<file path="src/rtl/uart_mng_pkg.sv">
// uart_mng_pkg: shared command encodings, status bit positions and FSM states
package uart_mng_pkg;
  localparam logic [1:0] CMD_NOP_CLR    = 2'b00;
  localparam logic [1:0] CMD_TX_LO      = 2'b01;
  localparam logic [1:0] CMD_TX_HI_SEND = 2'b10;
  localparam logic [1:0] CMD_RX_READ    = 2'b11;
  localparam int ACK     = 7;
  localparam int TX_BUSY = 6;
  localparam int RX_NE   = 5;
  localparam int RX_OVR  = 4;
  typedef enum logic [1:0] {IDLE, START, DATA, STOP} uart_state_e;
endpackage

</file>
<file path="src/rtl/uart_mng_if.sv">
// uart_mng_if: PIO command/status byte pair between NIOS PIO and bridge
interface uart_mng_if;
  logic [7:0] pio_out;
  logic [7:0] pio_in;
  modport master(output pio_out, input pio_in);
  modport slave(input pio_out, output pio_in);
endinterface

</file>
<file path="src/rtl/uart_mng_rx.sv">
// uart_mng_rx: synchronised 8N1 receiver producing a one-cycle byte-valid pulse
module uart_mng_rx
  import uart_mng_pkg::*;
#(
  parameter int DIV = 10
) (
  input  logic       clk,
  input  logic       reset,
  input  logic       uart_rx,
  output logic [7:0] data,
  output logic       valid
);
  localparam int CW = $clog2(DIV);
  logic s1, s2, s3;
  uart_state_e st;
  logic [CW-1:0] cnt;
  logic [2:0] bit_cnt;
  logic last;
  assign last = cnt == CW'(DIV - 1);
  always_ff @(posedge clk) begin
    if (reset) begin
      {s3, s2, s1} <= 3'b111;
      st <= IDLE;
      cnt <= '0;
      bit_cnt <= '0;
      data <= '0;
      valid <= 1'b0;
    end else begin
      {s3, s2, s1} <= {s2, s1, uart_rx};
      valid <= 1'b0;
      cnt <= cnt + CW'(1);
      case (st)
        IDLE: begin
          cnt <= '0;
          if (s3 && !s2) st <= START;
        end
        START: if (cnt == CW'(DIV / 2 - 1)) begin
          cnt <= '0;
          bit_cnt <= '0;
          st <= s2 ? IDLE : DATA;
        end
        DATA: if (last) begin
          cnt <= '0;
          data <= {s2, data[7:1]};
          bit_cnt <= bit_cnt + 3'd1;
          if (bit_cnt == 3'd7) st <= STOP;
        end
        STOP: if (last) begin
          cnt <= '0;
          valid <= s2;
          st <= IDLE;
        end
      endcase
    end
  end
endmodule

</file>
<file path="src/rtl/uart_mng_bridge.sv">
// uart_mng_bridge: PIO toggle-handshake command decoder with 8N1 TX, RX and RX FIFO
module uart_mng_bridge
  import uart_mng_pkg::*;
#(
  parameter int CLK_FREQ = 50000000,
  parameter int BAUD     = 115200,
  parameter int RX_DEPTH = 4
) (
  input  logic  clk,
  input  logic  reset,
  uart_mng_if.slave pio,
  input  logic  uart_rx,
  output logic  uart_tx
);
  localparam int DIV = CLK_FREQ / BAUD;
  localparam int CW  = $clog2(DIV);
  localparam int AW  = $clog2(RX_DEPTH);
  logic req_q, ack_q, ovr_q, ne_q;
  logic [3:0] nib_q;
  logic [7:0] shadow, txd;
  uart_state_e tx_st;
  logic [CW-1:0] tx_cnt;
  logic [2:0] tx_bit;
  logic [7:0] mem [RX_DEPTH];
  logic [AW:0] wr, rd;
  logic [7:0] rx_data, head;
  logic rx_valid;
  logic [1:0] cmd;
  logic [3:0] arg;
  logic exec, send, empty, full, pop, push, tx_last, unused_rsv;
  assign cmd = pio.pio_out[6:5];
  assign arg = pio.pio_out[3:0];
  assign unused_rsv = pio.pio_out[4];
  assign exec = pio.pio_out[7] != req_q;
  assign send = exec && cmd == CMD_TX_HI_SEND && tx_st == IDLE;
  assign empty = wr == rd;
  assign full = wr[AW] != rd[AW] && wr[AW-1:0] == rd[AW-1:0];
  assign pop = exec && cmd == CMD_RX_READ && arg[0] && !empty;
  // a pop in the same cycle frees the slot, so a push into a full FIFO still lands
  assign push = rx_valid && (!full || pop);
  assign head = mem[rd[AW-1:0]];
  assign tx_last = tx_cnt == CW'(DIV - 1);
  assign pio.pio_in = {ack_q, tx_st != IDLE, ne_q, ovr_q, nib_q};

  uart_mng_rx #(.DIV(DIV)) u_rx (
    .clk(clk),
    .reset(reset),
    .uart_rx(uart_rx),
    .data(rx_data),
    .valid(rx_valid)
  );

  always_ff @(posedge clk) if (push) mem[wr[AW-1:0]] <= rx_data;

  always_ff @(posedge clk) begin
    if (reset) begin
      req_q <= 1'b0;
      ack_q <= 1'b0;
      ovr_q <= 1'b0;
      ne_q <= 1'b0;
      nib_q <= '0;
      shadow <= '0;
      wr <= '0;
      rd <= '0;
    end else begin
      req_q <= pio.pio_out[7];
      ne_q <= !empty;
      if (exec) ack_q <= pio.pio_out[7];
      if (exec && cmd == CMD_TX_LO) shadow[3:0] <= arg;
      if (exec && cmd == CMD_TX_HI_SEND) shadow[7:4] <= arg;
      if (exec && cmd == CMD_RX_READ) nib_q <= empty ? 4'h0 : arg[0] ? head[7:4] : head[3:0];
      if (exec && cmd == CMD_NOP_CLR && arg[0]) ovr_q <= 1'b0;
      if (rx_valid && !push) ovr_q <= 1'b1;
      if (push) wr <= wr + (AW+1)'(1);
      if (pop) rd <= rd + (AW+1)'(1);
    end
  end

  always_ff @(posedge clk) begin
    if (reset) begin
      tx_st <= IDLE;
      uart_tx <= 1'b1;
      tx_cnt <= '0;
      tx_bit <= '0;
      txd <= '0;
    end else begin
      tx_cnt <= tx_cnt + CW'(1);
      case (tx_st)
        IDLE: begin
          tx_cnt <= '0;
          tx_bit <= '0;
          uart_tx <= !send;
          if (send) begin
            tx_st <= START;
            txd <= {arg, shadow[3:0]};
          end
        end
        START: if (tx_last) begin
          tx_cnt <= '0;
          tx_st <= DATA;
          uart_tx <= txd[0];
        end
        DATA: if (tx_last) begin
          tx_cnt <= '0;
          tx_bit <= tx_bit + 3'd1;
          txd <= {1'b0, txd[7:1]};
          uart_tx <= tx_bit == 3'd7 ? 1'b1 : txd[1];
          if (tx_bit == 3'd7) tx_st <= STOP;
        end
        STOP: if (tx_last) begin
          tx_cnt <= '0;
          tx_st <= IDLE;
        end
      endcase
    end
  end
endmodule

</file>
<file path="src/flat_wrapper.sv">
// flat-port wrapper written by rule: the top's interface ports become plain ports
module uart_mng_bridge_flat import uart_mng_pkg::*;
#(
  parameter int CLK_FREQ = 50000000,
  parameter int BAUD     = 115200,
  parameter int RX_DEPTH = 4
)
  (clk, reset, uart_rx, uart_tx, pio_pio_out, pio_pio_in);
  uart_mng_if pio_i ();
  input  logic clk;
  input  logic reset;
  input  logic uart_rx;
  output logic uart_tx;
  input wire logic [$bits(pio_i.pio_out)-1:0] pio_pio_out;
  output wire logic [$bits(pio_i.pio_in)-1:0] pio_pio_in;
  assign pio_i.pio_out = pio_pio_out;
  assign pio_pio_in = pio_i.pio_in;
  uart_mng_bridge #(.CLK_FREQ(CLK_FREQ), .BAUD(BAUD), .RX_DEPTH(RX_DEPTH)) u_core (.clk(clk), .reset(reset), .pio(pio_i), .uart_rx(uart_rx), .uart_tx(uart_tx));
endmodule
</file>
<file path="config.mk">
export PLATFORM = sky130hd
export DESIGN_NAME = uart_mng_bridge_flat
export DESIGN_NICKNAME = d
export VERILOG_FILES = /design/src/rtl/uart_mng_pkg.sv /design/src/rtl/uart_mng_if.sv /design/src/rtl/uart_mng_rx.sv /design/src/rtl/uart_mng_bridge.sv /design/src/flat_wrapper.sv
export SDC_FILE = /design/constraint.sdc
export NUM_CORES = 1
export LEC_CHECK = 0
export CORE_MARGIN = 2
export CORE_UTILIZATION = 39
export CTS_CLUSTER_DIAMETER = 80
export DETAILED_ROUTE_END_ITERATION = 10
export DONT_BUFFER_PORTS = 1
export PLACE_DENSITY = 0.6
export SYNTH_ARGS = -nofsm -noshare
export SYNTH_HDL_FRONTEND = slang
export SYNTH_HIERARCHICAL = 1
export SYNTH_SLANG_ARGS = --single-unit
</file>
<file path="constraint.sdc">
create_clock -name clk -period 5 [get_ports clk]
set_clock_uncertainty 0.2 [all_clocks]
set_input_delay 0.5 -clock clk [delete_from_list [all_inputs] [get_ports clk]]
set_output_delay 0.5 -clock clk [all_outputs]
set_load 0.05 [all_outputs]
</file>
# [Word level (Yosys, flattened, before mapping)]
# Memories as Yosys holds them, arrays and structs flattened. A register that Yosys moved wholly into a read port is not among the register bits.
# Cells that the tools add are included.
[op_classes] addsub=6 n_bitwise=2 n_eq_ne=28 n_reduce_logical=36 mux=38
[op_table] op="9-bit 2-to-1 mux" n=3
[op_table] op="9-bit case mux with 3 select lines" n=1
[op_table] op="2-bit 2-to-1 mux" n=13
[op_table] op="9-bit by 1-bit adder with 9-bit output (second input constant)" n=2
[op_table] op="9-bit equality test (second input constant)" n=2
[op_table] op="9-bit case mux with 2 select lines" n=1
[op_table] op="8-bit 2-to-1 mux" n=2
[op_table] op="2-bit case mux with 4 select lines" n=2
[op_table] op="8-bit case mux with 2 select lines" n=1
[op_table] op="3-bit by 1-bit adder with 3-bit output (second input constant)" n=4
[op_table] op="2-bit equality test (second input constant)" n=6
[op_table] op="1-bit logical AND" n=12
[op_table] op="3-bit case mux with 2 select lines" n=2
[op_table] op="2-bit by 1-bit != test with 1-bit output (second input constant)" n=5
[op_table] op="2-bit != test (second input constant)" n=5
[op_table] op="5-bit AND reduction" n=2
[op_table] op="9-bit by 8-bit equality test with 1-bit output (second input constant)" n=1
[op_table] op="3-bit 2-to-1 mux" n=3
[op_table] op="3-bit AND reduction" n=3
[op_table] op="4-bit 2-to-1 mux" n=2
[op_table] op="2-bit nonzero test" n=4
[op_table] op="1-bit 2-to-1 mux" n=7
[op_table] op="2-bit by 1-bit equality test with 1-bit output (second input constant)" n=3
[op_table] op="3-bit equality test (second input constant)" n=2
[op_table] op="other kinds (12)" n=22
[totals] mem_count=1 wordCells=132 ramBits=32 out_inout_bits=9 register_bits=67
[memory_table] name="u_core.mem" words=4 width=8 read_ports=1 rd_clocked_by_memory_dff=1 write_ports=1 line_no="uart_mng_bridge.sv:24" rtl="logic [7:0] mem [RX_DEPTH];"

# [Longest topological paths before layout]
[logic_depth] word_depth=9 depth_mapped=7 mapped_depth_nobuf=6

# [By module]
# Netlist, hierarchy kept.
[by_module_without_submodules] module="uart_mng_bridge" seq_area_each_um2=1821.7 area_per_inst_um2=3337.0 cells_each=274 instances=1
[by_module_without_submodules] module="uart_mng_rx" seq_area_each_um2=520.5 area_per_inst_um2=1124.8 cells_each=112 instances=1

# [Least setup slack after synthesis]
# Ideal clock, no wire load.
[synth_path] path_type="reg2reg" startpoint="register u_core.tx_st[0]" endpoint="register u_core.tx_st[0]" path_stages_with_launch=7 setup_slack_ns=3.061 arrival_ns=1.622 cell_sequence="dfxtp_1 > inv_1 > ha_1 > or2_2 > a2bb2oi_1 > or4_1 > o211a_1"
[synth_via] elab_chain_cells=4 word_cells_on_any_way=12 cone_classes="eq/ne: 8; mux: 1; reduce/logical: 3"
[synth_lines] element="from (decl)" line_no="uart_mng_bridge.sv:21" rtl="uart_state_e tx_st;"
[synth_lines] element="from (signal assigned)" line_no="uart_mng_bridge.sv:81" rtl="tx_st <= IDLE;"
[synth_lines] element="from (signal assigned)" line_no="uart_mng_bridge.sv:94" rtl="tx_st <= START;"
[synth_lines] element="from (signal assigned)" line_no="uart_mng_bridge.sv:100" rtl="tx_st <= DATA;"
[synth_lines] element="2-bit zero test" line_no="uart_mng_bridge.sv:35, uart_mng_bridge.sv:88"
[synth_lines] element="1-bit logical AND" line_no="uart_mng_bridge.sv:35" rtl="assign send = exec && cmd == CMD_TX_HI_SEND && tx_st == IDLE;"
[synth_lines] element="2-bit by 1-bit != test with 1-bit output (no source line)"
[synth_lines] element="5-bit AND reduction (no source line)"
# Several ways; a longest one is shown, not always the timed one.
# A chain may end at the register's enable or synchronous reset.

# [Worst setup path after layout]
# Ends and elaborated chain as after synthesis.

==> impl_metrics.prom <==
# TYPE chip_impl_metric gauge
chip_impl_metric{name="power_switching_share",unit="%"} 29.35
chip_impl_metric{name="power.share.clock",unit="%"} 34.4
chip_impl_metric{name="setup_slack",unit="ns"} 2.662
chip_impl_metric{name="slew_viol_final",unit=""} 0
chip_impl_metric{name="timing.final.crit_share",unit="%"} 46.77
chip_impl_info{name="synth_top_cells_by_area",value="sky130_fd_sc_hd__dfxtp_1 31%, sky130_fd_sc_hd__edfxtp_1 22%, sky130_fd_sc_hd__mux2i_1 6.1%"} 1
chip_impl_metric{name="route.detailed.vias_per_inst",unit=""} 5.306
chip_impl_info{name="kind_of_path_behind_the_tightest_hold_check",value="in -> reg"} 1
chip_impl_metric{name="synth.ff_latch_count",unit=""} 101
chip_impl_info{name="rsz_0062_raised_after_global_routing",value="false"} 1
chip_impl_metric{name="timing.final.setup_violations",unit=""} 0
chip_impl_metric{name="drc",unit=""} 0
chip_impl_metric{name="synthesis.area",unit="um2"} 4462
chip_impl_metric{name="syn_avg_cell_area",unit="um2"} 11.56
chip_impl_metric{name="insertedDiodeCount",unit=""} 0
chip_impl_metric{name="rows",unit=""} 39
chip_impl_metric{name="fp.coreArea",unit="um2"} 11270
chip_impl_metric{name="numCtsBuffers",unit=""} 9
chip_impl_metric{name="grt_max_degree",unit=""} 49
chip_impl_info{name="worst_r2r_startpoint",value="u_core/tx_st[0]"} 1
chip_impl_metric{name="initial_utilization",unit="%"} 39.58
chip_impl_metric{name="worst-slew-pin-transition",unit="ns"} 0.8994
chip_impl_metric{name="router_iterations_before_antenna_repair",unit=""} 4
chip_impl_info{name="type_of_element_launching_the_critical_path",value="flop"} 1
chip_impl_metric{name="floorplan.die.width",unit="um"} 111.0
chip_impl_metric{name="combinationalPowerShare",unit="%"} 16.9
chip_impl_metric{name="synthesis.nets",unit=""} 416
chip_impl_metric{name="postCtsSetupBuffers",unit=""} 0
chip_impl_metric{name="drt-wirelength-per-cell",unit="um"} 14.48
chip_impl_metric{name="synth_async_sr_flop_share",unit="%"} 0
chip_impl_metric{name="power_report.internal_total",unit="W"} 0.001351
chip_impl_metric{name="max_stage_delay",unit="ns"} 0.44
chip_impl_metric{name="finalHoldViolations",unit=""} 0
chip_impl_metric{name="ioPinCount",unit=""} 20
chip_impl_metric{name="netSwitchingPower",unit="W"} 0.0005614
chip_impl_metric{name="synth_edf_count",unit=""} 32
chip_impl_metric{name="first_global_vias",unit=""} 2780
chip_impl_metric{name="htreeDepth",unit=""} 3
chip_impl_metric{name="timing.critical_path.arrival",unit="ns"} 2.38
chip_impl_metric{name="grt_pass1_wl",unit="um"} 13230
chip_impl_metric{name="postCtsResizedCells",unit=""} 0
chip_impl_info{name="worst_path_max_delay_cell",value="sky130_fd_sc_hd__ha_1"} 1
chip_impl_metric{name="syn_to_final_growth",unit="%"} 8.441
chip_impl_info{name="final_cell_mix",value="69 x sky130_fd_sc_hd__dfxtp_1, 43 x sky130_fd_sc_hd__nor2_1, 32 x sky130_fd_sc_hd__edfxtp_1"} 1
chip_impl_info{name="cts_tree",value="yes"} 1
chip_impl_metric{name="gr-usage-all-layers",unit="%"} 13.44
chip_impl_info{name="synth_top_flop_cell",value="sky130_fd_sc_hd__dfxtp_1"} 1
chip_impl_metric{name="cp_max_fo",unit=""} 15
chip_impl_metric{name="dp_worst_setup_slack",unit="ns"} 2.676
chip_impl_info{name="status",value="completed"} 1
chip_impl_metric{name="fin_nets",unit=""} 412
chip_impl_metric{name="finalWirelength",unit="um"} 7674
chip_impl_metric{name="dr.first_iter.drc_count",unit=""} 189
chip_impl_metric{name="final.min_clock_period",unit="ns"} 2.338
chip_impl_metric{name="cts_buffer_depth",unit=""} 2
chip_impl_metric{name="postSynthCellCount",unit=""} 386
chip_impl_metric{name="vdd.ir_drop.worst",unit="uV"} 368.7
chip_impl_metric{name="detail-route-antenna-nets",unit=""} 0
chip_impl_metric{name="setup_tns",unit="ns"} 0
chip_impl_metric{name="filler_cell_count",unit=""} 1056
chip_impl_metric{name="total_number_of_vias",unit=""} 2812
chip_impl_info{name="crit_path_end_kind",value="flop"} 1
chip_impl_metric{name="power_leakage",unit="nW"} 1.648
chip_impl_metric{name="synth_sequential_area_ratio",unit="%"} 52.50
chip_impl_info{name="leading_area_contributor_after_synthesis",value="sky130_fd_sc_hd__dfxtp_1"} 1
chip_impl_metric{name="ys.warnings.count",unit=""} 6
chip_impl_metric{name="dp_hpwl",unit="um"} 5190
chip_impl_metric{name="cts_hold_buf",unit=""} 0
chip_impl_metric{name="numPortBuffers",unit=""} 0
chip_impl_info{name="setup.worst_path.start",value="u_core/tx_st[0]"} 1
chip_impl_metric{name="number_of_clock_sinks",unit=""} 101
chip_impl_metric{name="final_layout_size_suffix_gt1_share",unit="%"} 10.34
chip_impl_info{name="critical_path.cell_chain",value="inv_1 -> ha_1 -> or2_2 -> a2bb2oi_1 -> or4_1 -> o211a_1"} 1
chip_impl_metric{name="place_congestion",unit=""} 0.7640
chip_impl_metric{name="post_synth_num_cell_types",unit=""} 59
chip_impl_metric{name="worst_slew_margin_rel",unit="%"} 39.78
chip_impl_metric{name="clk_latency",unit="ns"} 0.35
chip_impl_metric{name="pwr_density_cell",unit="nW/um2"} 395.3
chip_impl_metric{name="worst_setup_hold_path_clk_slew",unit="ns"} 0.07
chip_impl_metric{name="share_seq_of_total_power",unit="%"} 48.7
chip_impl_info{name="critical_path_class",value="reg -> reg"} 1
chip_impl_info{name="ctsRootBufferMaster",value="sky130_fd_sc_hd__clkbuf_16"} 1
chip_impl_info{name="timing.hold.worst.start",value="reset"} 1
chip_impl_metric{name="antenna_violations_before_repair",unit=""} 0
chip_impl_metric{name="grt.overflow.total",unit=""} 0
chip_impl_metric{name="die_area",unit="um2"} 12310
chip_impl_metric{name="post-synth-top-area-fraction",unit="%"} 30.96
chip_impl_metric{name="drv_cap",unit=""} 0
chip_impl_metric{name="die_h",unit="um"} 111.0
chip_impl_metric{name="achievable-frequency",unit="MHz"} 427.6
chip_impl_info{name="mostFrequentLayoutCell",value="sky130_fd_sc_hd__dfxtp_1"} 1
chip_impl_metric{name="cp.required",unit="ns"} 5.04
## area by class of cell
cell class	instances	area, um2	share of cell area [%]
well taps	143	178.9	3.698
flip-flops and latches	101	2342	48.41
multi-input cells	251	1966	40.63
clock inverters	7	55.05	1.138
clock buffers	9	225.2	4.655
inverters	19	71.32	1.474
## synth_stat cells, drive strengths merged (7+ instances only)
| cell | instances |
|---|---|
| dfxtp | 69 |
| buf | 9 |
| mux4 | 8 |
| a21oi | 18 |
| mux2i | 27 |
| nand2 | 10 |
| o21ai | 12 |
| ha | 19 |
| xnor2 | 12 |
| inv | 18 |
| a311oi | 9 |
| nand3 | 11 |
| edfxtp | 32 |
| nor2 | 43 |
| xor2 | 9 |
| and2 | 7 |
## power by group through the flow
| stage | registers (W) | clock network (W) | logic [W] |
|---|---|---|---|
| after global placement | 0.000947 | 0 | 0.000313 |
| after detailed placement | 0.000948 | 0 | 0.000322 |
| after global routing | 0.000938 | 0.000711 | 0.000361 |
| after floorplan | 0.000936 | 0 | 0.000283 |
| final | 0.000931 | 0.000658 | 0.000324 |
| after CTS | 0.000930 | 0.000678 | 0.000323 |
## registers in the layout, summed over array words and instances, names as in the netlist, named ones only
| signal | cells |
|---|---|
| u_core/mem | 32 |
| u_core/tx_cnt | 9 |
| u_core/u_rx/cnt | 9 |
| u_core/txd | 8 |
| u_core/u_rx/data | 8 |
| u_core/nib_q | 4 |
| u_core/shadow | 4 |
| u_core/rd | 3 |
| u_core/tx_bit | 3 |
| u_core/u_rx/bit_cnt | 3 |
| u_core/wr | 3 |
| u_core/tx_st | 2 |
| u_core/ack_q | 1 |
| u_core/ne_q | 1 |
| u_core/ovr_q | 1 |
| u_core/req_q | 1 |
| u_core/u_rx/s1 | 1 |
| u_core/u_rx/s2 | 1 |
| u_core/u_rx/s3 | 1 |
| u_core/u_rx/st | 1 |
| u_core/u_rx/valid | 1 |
| u_core/uart_tx | 1 |
## critical path: cells and delay by family, from the launching register on
kind                       cells  cell delay [ns]
adders and majority gates      1             0.44
buffers and inverters          1             0.10
AOI/OAI and AO/OA              2             0.28
DFF                            1             0.39
and+or+nand+nor                2             0.83
## worst paths after layout
path | depth (start not counted) | endpoint | slack (ns)
max reg2reg | 6 | u_core/tx_st[0] | 2.66
min | 1 | u_core/txd[7] | 0.03
min reg2reg | 1 | u_core/u_rx/s2 | 0.23
max | 6 | u_core/tx_st[0] | 2.66
## per-stage QoR
| step | area, um2 | hold WS (ns) | std cells | utilization (%) | total power (W) |
|---|---|---|---|---|---|
| floorplan | 4462 | 0.1895 | 386 | - | 0.001219 |
| global placement | 4558 | 0.2079 | 514 | 40.44 | 0.001260 |
| detailed placement | 4558 | 0.2087 | 514 | 40.44 | 0.001270 |
| CTS | 4838 | 0.01294 | 530 | 42.92 | 0.001931 |
| global route | 4838 | 0.004550 | 530 | 42.92 | 0.002010 |
| finish | 4838 | 0.03390 | 530 | 42.92 | 0.001913 |
## metal layers
layer / global-route usage [%] / part of all wire, %
met3: 4.866 / 4.0
met4: 4.250 / 1.4
met5: 0 / 0
met2: 21.88 / 47
met1: 16.70 / 47
## cells by family after synthesis
logic type	share of synthesized area [%]
fa+ha+maj	5.328
simple gates	14.30
mux	10.60
compound gates	9.703
xor+xnor	4.122
buf+inv	3.449
flops	52.50
No activity file was read; power rests on OpenSTA's default activity.
